### src/rtl/instruction_fetch_unit.sv
// Instruction fetch unit: IDLE/FETCH/ISSUE sequencer with
// jump/branch next-PC selection and a single-entry instr latch.
module instruction_fetch_unit #(
  parameter logic [31:0] RESET_PC = 32'h0000_0000
) (
  input  logic        clk,
  input  logic        reset,
  output logic        imem_Req_Out,
  output logic [31:0] imem_Addr_Out,
  input  logic        imem_Ack_In,
  input  logic [31:0] imem_Data_In,
  input  logic        stall_In,
  input  logic        branch_Taken_In,
  input  logic [31:0] sign_Extended_In,
  input  logic        jump_In,
  input  logic [25:0] jump_Target_In,
  output logic [31:0] instr_Out,
  output logic        instr_Valid_Out,
  output logic [15:0] imm_Field_Out,
  output logic [31:0] pc_Out,
  output logic [31:0] pc_Plus4_Out
);

  localparam logic [1:0] IDLE  = 2'd0;
  localparam logic [1:0] FETCH = 2'd1;
  localparam logic [1:0] ISSUE = 2'd2;

  logic [1:0]  state_q;
  logic [1:0]  state_d;
  logic [31:0] pc_q;
  logic [31:0] instr_q;
  logic [31:0] pc_out_q;
  logic [31:0] next_pc;
  logic        capture;
  logic        advance;

  assign capture = (state_q == FETCH) && imem_Ack_In;
  assign advance = (state_q == ISSUE) && !stall_In;

  // Request/valid decode straight from state so reset drops them at once
  assign imem_Req_Out    = (state_q == FETCH);
  assign imem_Addr_Out   = pc_q;
  assign instr_Valid_Out = (state_q == ISSUE);
  assign instr_Out       = instr_q;
  assign imm_Field_Out   = instr_q[15:0];
  assign pc_Out          = pc_out_q;
  assign pc_Plus4_Out    = pc_out_q + 32'd4;

  // Next-PC select: jump beats branch beats fall-through
  always_comb begin
    next_pc = pc_Plus4_Out;
    if (jump_In) begin
      next_pc = {pc_Plus4_Out[31:28], jump_Target_In, 2'b00};
    end else if (branch_Taken_In) begin
      next_pc = pc_Plus4_Out + {sign_Extended_In[29:0], 2'b00};
    end
  end

  // Sequencer next-state
  always_comb begin
    state_d = state_q;
    case (state_q)
      IDLE:    state_d = FETCH;
      FETCH:   if (imem_Ack_In) state_d = ISSUE;
      ISSUE:   if (!stall_In) state_d = FETCH;
      default: state_d = IDLE;
    endcase
  end

  // State register
  always_ff @(posedge clk or posedge reset) begin
    if (reset) begin
      state_q <= IDLE;
    end else begin
      state_q <= state_d;
    end
  end

  // Fetch PC advances only when the presented instr is accepted
  always_ff @(posedge clk or posedge reset) begin
    if (reset) begin
      pc_q <= RESET_PC;
    end else if (advance) begin
      pc_q <= next_pc;
    end
  end

  // Latch instruction and its address on the ack cycle
  always_ff @(posedge clk or posedge reset) begin
    if (reset) begin
      instr_q  <= 32'd0;
      pc_out_q <= 32'd0;
    end else if (capture) begin
      instr_q  <= imem_Data_In;
      pc_out_q <= pc_q;
    end
  end

endmodule

### config.mk
export PLATFORM = sky130hd
export DESIGN_NAME = instruction_fetch_unit
export DESIGN_NICKNAME = d
export VERILOG_FILES = /design/src/rtl/instruction_fetch_unit.sv
export SDC_FILE = /design/constraint.sdc
export NUM_CORES = 1
export LEC_CHECK = 0
export CAP_MARGIN = 20
export CORE_MARGIN = 2
export CORE_UTILIZATION = 49
export DETAILED_ROUTE_END_ITERATION = 12
export MAX_ROUTING_LAYER = met4
export PLACE_DENSITY = 0.91
export SLEW_MARGIN = 10
export SYNTH_ARGS = -nofsm -noshare
export SYNTH_HDL_FRONTEND = slang
export SYNTH_SLANG_ARGS = --single-unit
export TNS_END_PERCENT = 10
### constraint.sdc
create_clock -name clk -period 8.7 [get_ports clk]
set_input_delay 1.74 -clock clk [delete_from_list [all_inputs] [get_ports clk]]
set_output_delay 1.74 -clock clk [all_outputs]
set_load 0.03 [all_outputs]
# == After elaboration in Yosys (flattened, before gate mapping) ==
# Cells that the tools add are included.
# totals
regBits,98
wordCells,20
input_bits,96
# op_classes
add_sub_neg,2
eq_ne,4
muxes,5
n_reduce_logical,5
# ops
cell,count
two-way mux 32 bit,2
adder 32 x 3 -> 32 bit (second input constant),1
adder 32 bit,1
one-hot mux 2 bit (3 select lines),1
two-way mux 2 bit,2
== test 2 x 1 -> 1 bit (second input constant),1
== test 2 bit (second input constant),1
logical AND 1 bit,2
zero test 2 bit,1
!= test 2 x 1 -> 1 bit (second input constant),1
!= test 2 bit (second input constant),1
AND reduction 2 bit,1
zero test 1 bit,1

# == Longest topological paths before layout ==
# depth
ltp_word,4
depth_mapped,16
ltp_nobuf,15

# == Worst setup path after synthesis ==
# Ideal clock, no wire load.
# synth_path
kind,register to register
start,reg pc_out_q[2] (netlist: pc_Out[2])
end,reg pc_q[26] (netlist: imem_Addr_Out[26])
path_stages_with_launch,17
arrival_time_ns,4.060
path_slack_ns,4.516
cell_sequence,dfrtp_1 > ha_1 > and3_1 > clkbuf_1 > and3_1 > nand3_1 > xnor2_1 > ha_1 > clkbuf_1 > and3_1 > buf_2 > a211o_1 > a311oi_2 > o41ai_2 > xnor2_1 > a21oi_1 > a211o_1
# synth_via
elab_chain_len,4
# synth_lines
element,line,source
"start, declared",32,logic [31:0] pc_out_q;
"start signal, assigned",95,pc_out_q <= pc_q;
adder 32 x 3 -> 32 bit,47,assign pc_Plus4_Out = pc_out_q + 32'd4;
named net pc_Plus4_Out[16],21,output logic [31:0] pc_Plus4_Out
adder 32 bit,55,"next_pc = pc_Plus4_Out + {sign_Extended_In[29:0], 2'b00};"
two-way mux 32 bit,54,end else if (branch_Taken_In) begin
two-way mux 32 bit,52,if (jump_In) begin
"end signal, assigned",84,pc_q <= next_pc;
"end, declared",30,logic [31:0] pc_q;
# The timed path passes the listed nets, and every way through them passes these cells.
# A chain may end at the register's enable or synchronous reset.

# == Final worst setup path ==
# layout_path
start,reg pc_out_q[11] (netlist: pc_Out[11])
end,out pc_Plus4_Out[24]
# layout_via
elab_chain_len,1
# layout_lines
element,line
adder 32 x 3 -> 32 bit,47
"end, declared",21
# Every way passes these cells.

==> summary.txt <==
Route
  – DRC viols: 0
  – Vias/cell: 5.682
  – Detailed-route via count: 6,125
  – WL final: 20.38 mm
  – DRT Pass-1 Iters: 5
  – Antenna Nets Post-Route: 0
  – Wire length per cell: 18.90 µm
  – Initial DRC Count: 718

Clock network
  – Worst skew pair latency: 0.34 ns
  – Clk sinks: 98
  – Post-CTS sizing: 0
  – Longest Clk Path Bufs: 2
  – Number of H-tree levels: 3
  – TritonCTS buffer count: 9
  – Setup bufs post-CTS: 0
  – Hold-fix buffers, CTS: 0
  – TritonCTS clock tree: yes
  – Clk slew on worst S/H paths: 0.06 ns
  – CTS root buffer: clkbuf_16

Logic synthesis
  – Number of synthesized flops with an enable pin: 0
  – Synth Flop Type: dfrtp_1
  – Mean Syn Cell Area: 9.559 µm²
  – Post-synthesis async set-or-reset flop share: 100.0%
  – YS warnings: 0
  – Gate Count Post-Synth: 692
  – Yosys top cell area share: 37.07%
  – Yosys reg bits: 98
  – Cell type with the largest total area after synthesis: dfrtp_1
  – Sequential-to-total area share from yosys stat: 37.07%
  – Number of distinct library cells after synthesis: 66
  – Mapped Area: 6615 µm²
  – Ranking of synthesized cells by area: dfrtp_1, mux2_2, ha_1
  – Mapped Nets: 825

Critical path
  – Data required, critical path: 6.96 ns
  – Critical-path top delay cell: clkdlybuf4s50_1
  – Worst setup SP type: register
  – Critical Path Max Stage Delay: 0.75 ns
  – Setup CP Type: reg -> out
  – Max FO, Critical Path: 7
  – CP delay by family, top: simple AND/OR/NAND/NOR gates
  – Buf/Inv on CP: 1
  – Crit. End Element: output pin
  – Ordered list of cells on the worst path: nand4_1, nor4_4, nand2_1, or3_1, xnor2_1, clkdlybuf4s50_1
  – Arrival time worst endpoint: 3.08 ns

Placed design
  – Post-DP HPWL: 15.71 mm
  – IO buf count: 239
  – Gpl congestion: 0.9707
  – DP Area: 9000 µm²

Timing
  – RSZ-0062 raised after global routing: no
  – Final Critical Period: 4.818 ns
  – Setup TNS: 0 ns
  – Slew margin rel.: 37.90%
  – Max Clk Rate: 207.5 MHz
  – Slew Viols, Final: 0
  – Fin crit share: 55.38%
  – Setup Viol. Count Final: 0
  – Worst-margin pin slew: 0.9286 ns
  – Clock Skew: 0.006701 ns
  – Final hold vios: 0

Job
  – MaxCap Viol Count: 0

Global route
  – Vias in the first global route: 6,034
  – Total GRT Usage: 28.82%
  – Grt ovf: 0
  – Initial antenna violation count: 0
  – First-pass GRT wire length: 31.57 mm
  – Pin count of the biggest net entering global routing: 55

Die
  – Core Area: 13,190 µm²
  – Rows: 42
  – Initial Util: 50.15%
  – IO Count: 242
  – Die height: 120.2 µm
  – Die span in x: 120.2 µm
  – Die footprint: 14,450 µm²

Outcome
  – Status: complete, no violations

Final layout
  – Final nets: 1,030
  – Final Cell Area: 9358 µm²
  – N_diodes: 0
  – Layout cells sized above 1: 11.97%
  – Area growth syn-to-layout: 41.46%

Pwr
  – Leakage power: 4.012 nW
  – Worst VDD drop: 277.4 µV
  – Cell Pwr Density: 412.1 nW/µm²

Min path
  – Worst hold path type: reg -> reg
[per-layer routing]
| layer | wire, µm | global-route usage (%) |
|---|---|---|
| met5 | 0 | - |
| met4 | 828 | 12.21 |
| met3 | 1600 | 6.321 |
| met2 | 9306 | 44.14 |
| met1 | 8639 | 37.15 |
[state kept, by name, indices dropped and copies added (netlist names)]
signal	flops
imem_Addr_Out	32
instr_Out	32
pc_Out	32
state_q	2
[power by group]
group | internal, mW | total [mW] | switching (mW)
Clock | 0.281 | 0.450 | 0.169
Sequential | 0.664 | 0.874 | 0.210
Combinational | 1.07 | 2.53 | 1.46
[synthesized netlist by cell type (5+ instances only)]
library cell and count:
a211o_1 5, a211oi_1 5, a21o_1 17, a21oi_1 42, a31oi_1 6, and3_1 12, buf_4 18, clkbuf_1 26
dfrtp_1 98, ha_1 36, inv_1 12, mux2_2 65, nand2_1 77, nand2b_1 5, nand3_1 28, nand4_1 9
nor2_1 42, nor2b_1 6, nor3_1 8, o211ai_1 9, o21a_1 5, o21ai_0 40, or3_1 5, xnor2_1 28
xor2_1 19
[worst paths after layout]
check,start,end,slack [ns],depth (start not counted)
setup / recovery,pc_Out[11],pc_Plus4_Out[24],3.88,6
hold / removal,imem_Addr_Out[13],imem_Addr_Out[13],0.50,2
setup reg to reg,pc_Out[11],imem_Addr_Out[31],4.46,14
hold reg to reg,imem_Addr_Out[13],imem_Addr_Out[13],0.50,2
max in group asynchronous,reset,instr_Out[14],5.76,3
min in group asynchronous,reset,instr_Out[0],1.84,2
[worst register-to-register path, delay by kind of cell, from the launching register on]
family	cells	cell delay (ns)
compound gates	7	1.60
simple gates	5	1.34
flops	1	0.47
fa+ha+maj	1	0.39
xor+xnor	1	0.36
[through the flow]
step                      utilization [%]  power (mW)  setup WS [ns]  hold slack [ns]  std cells
after floorplan                         -       2.477          4.398           0.4931        692
after global placement              68.23       3.331          3.726           0.4824       1061
after detailed placement            68.23       3.374          3.675           0.4922       1061
after CTS                           70.83       3.846          3.906           0.5100       1077
after global routing                70.94       4.064          3.716           0.5188       1078
final                               70.94       3.856          3.882           0.5036       1078
[logic make-up after synthesis]
logic type / after synthesis / synth area share, %
adders and majority gates: 37 / 7.112
xor gates and xnor gates: 48 / 6.469
DFF: 98 / 37.07
AOI/OAI and AO/OA: 173 / 18.31
buffers and inverters: 63 / 4.691
and+or+nand+nor: 204 / 14.68
muxes: 69 / 11.67
[placed cells by master, fill, tap and decap left out, drive strengths merged, types with 5 or more instances in the layout]
cell / instances
clkdlybuf4s50: 239
dfrtp: 98
nand2: 77
mux2: 65
nor2: 42
a21oi: 42
o21ai: 41
ha: 36
xnor2: 28
nand3: 28
xor2: 20
a21o: 17
inv: 14
and3: 13
o211ai: 11
nand4: 9
clkbuf: 9
nor3: 9
a31oi: 6
nor2b: 6
a211oi: 5
or3: 5
o21a: 5
a211o: 5
nand2b: 5
[area by class of cell]
type                            count  area [µm²]
Multi-Input combinational cell    531        3857
Tap cell                          176       220.2
Clock buffer                        9       225.2
Timing Repair Buffer              243        2430
Inverter                           14       55.05
Sequential cell                    98        2452
Fill cell                         968        3832
Clock inverter                      7       117.6
(Power assumes the default switching activity.)
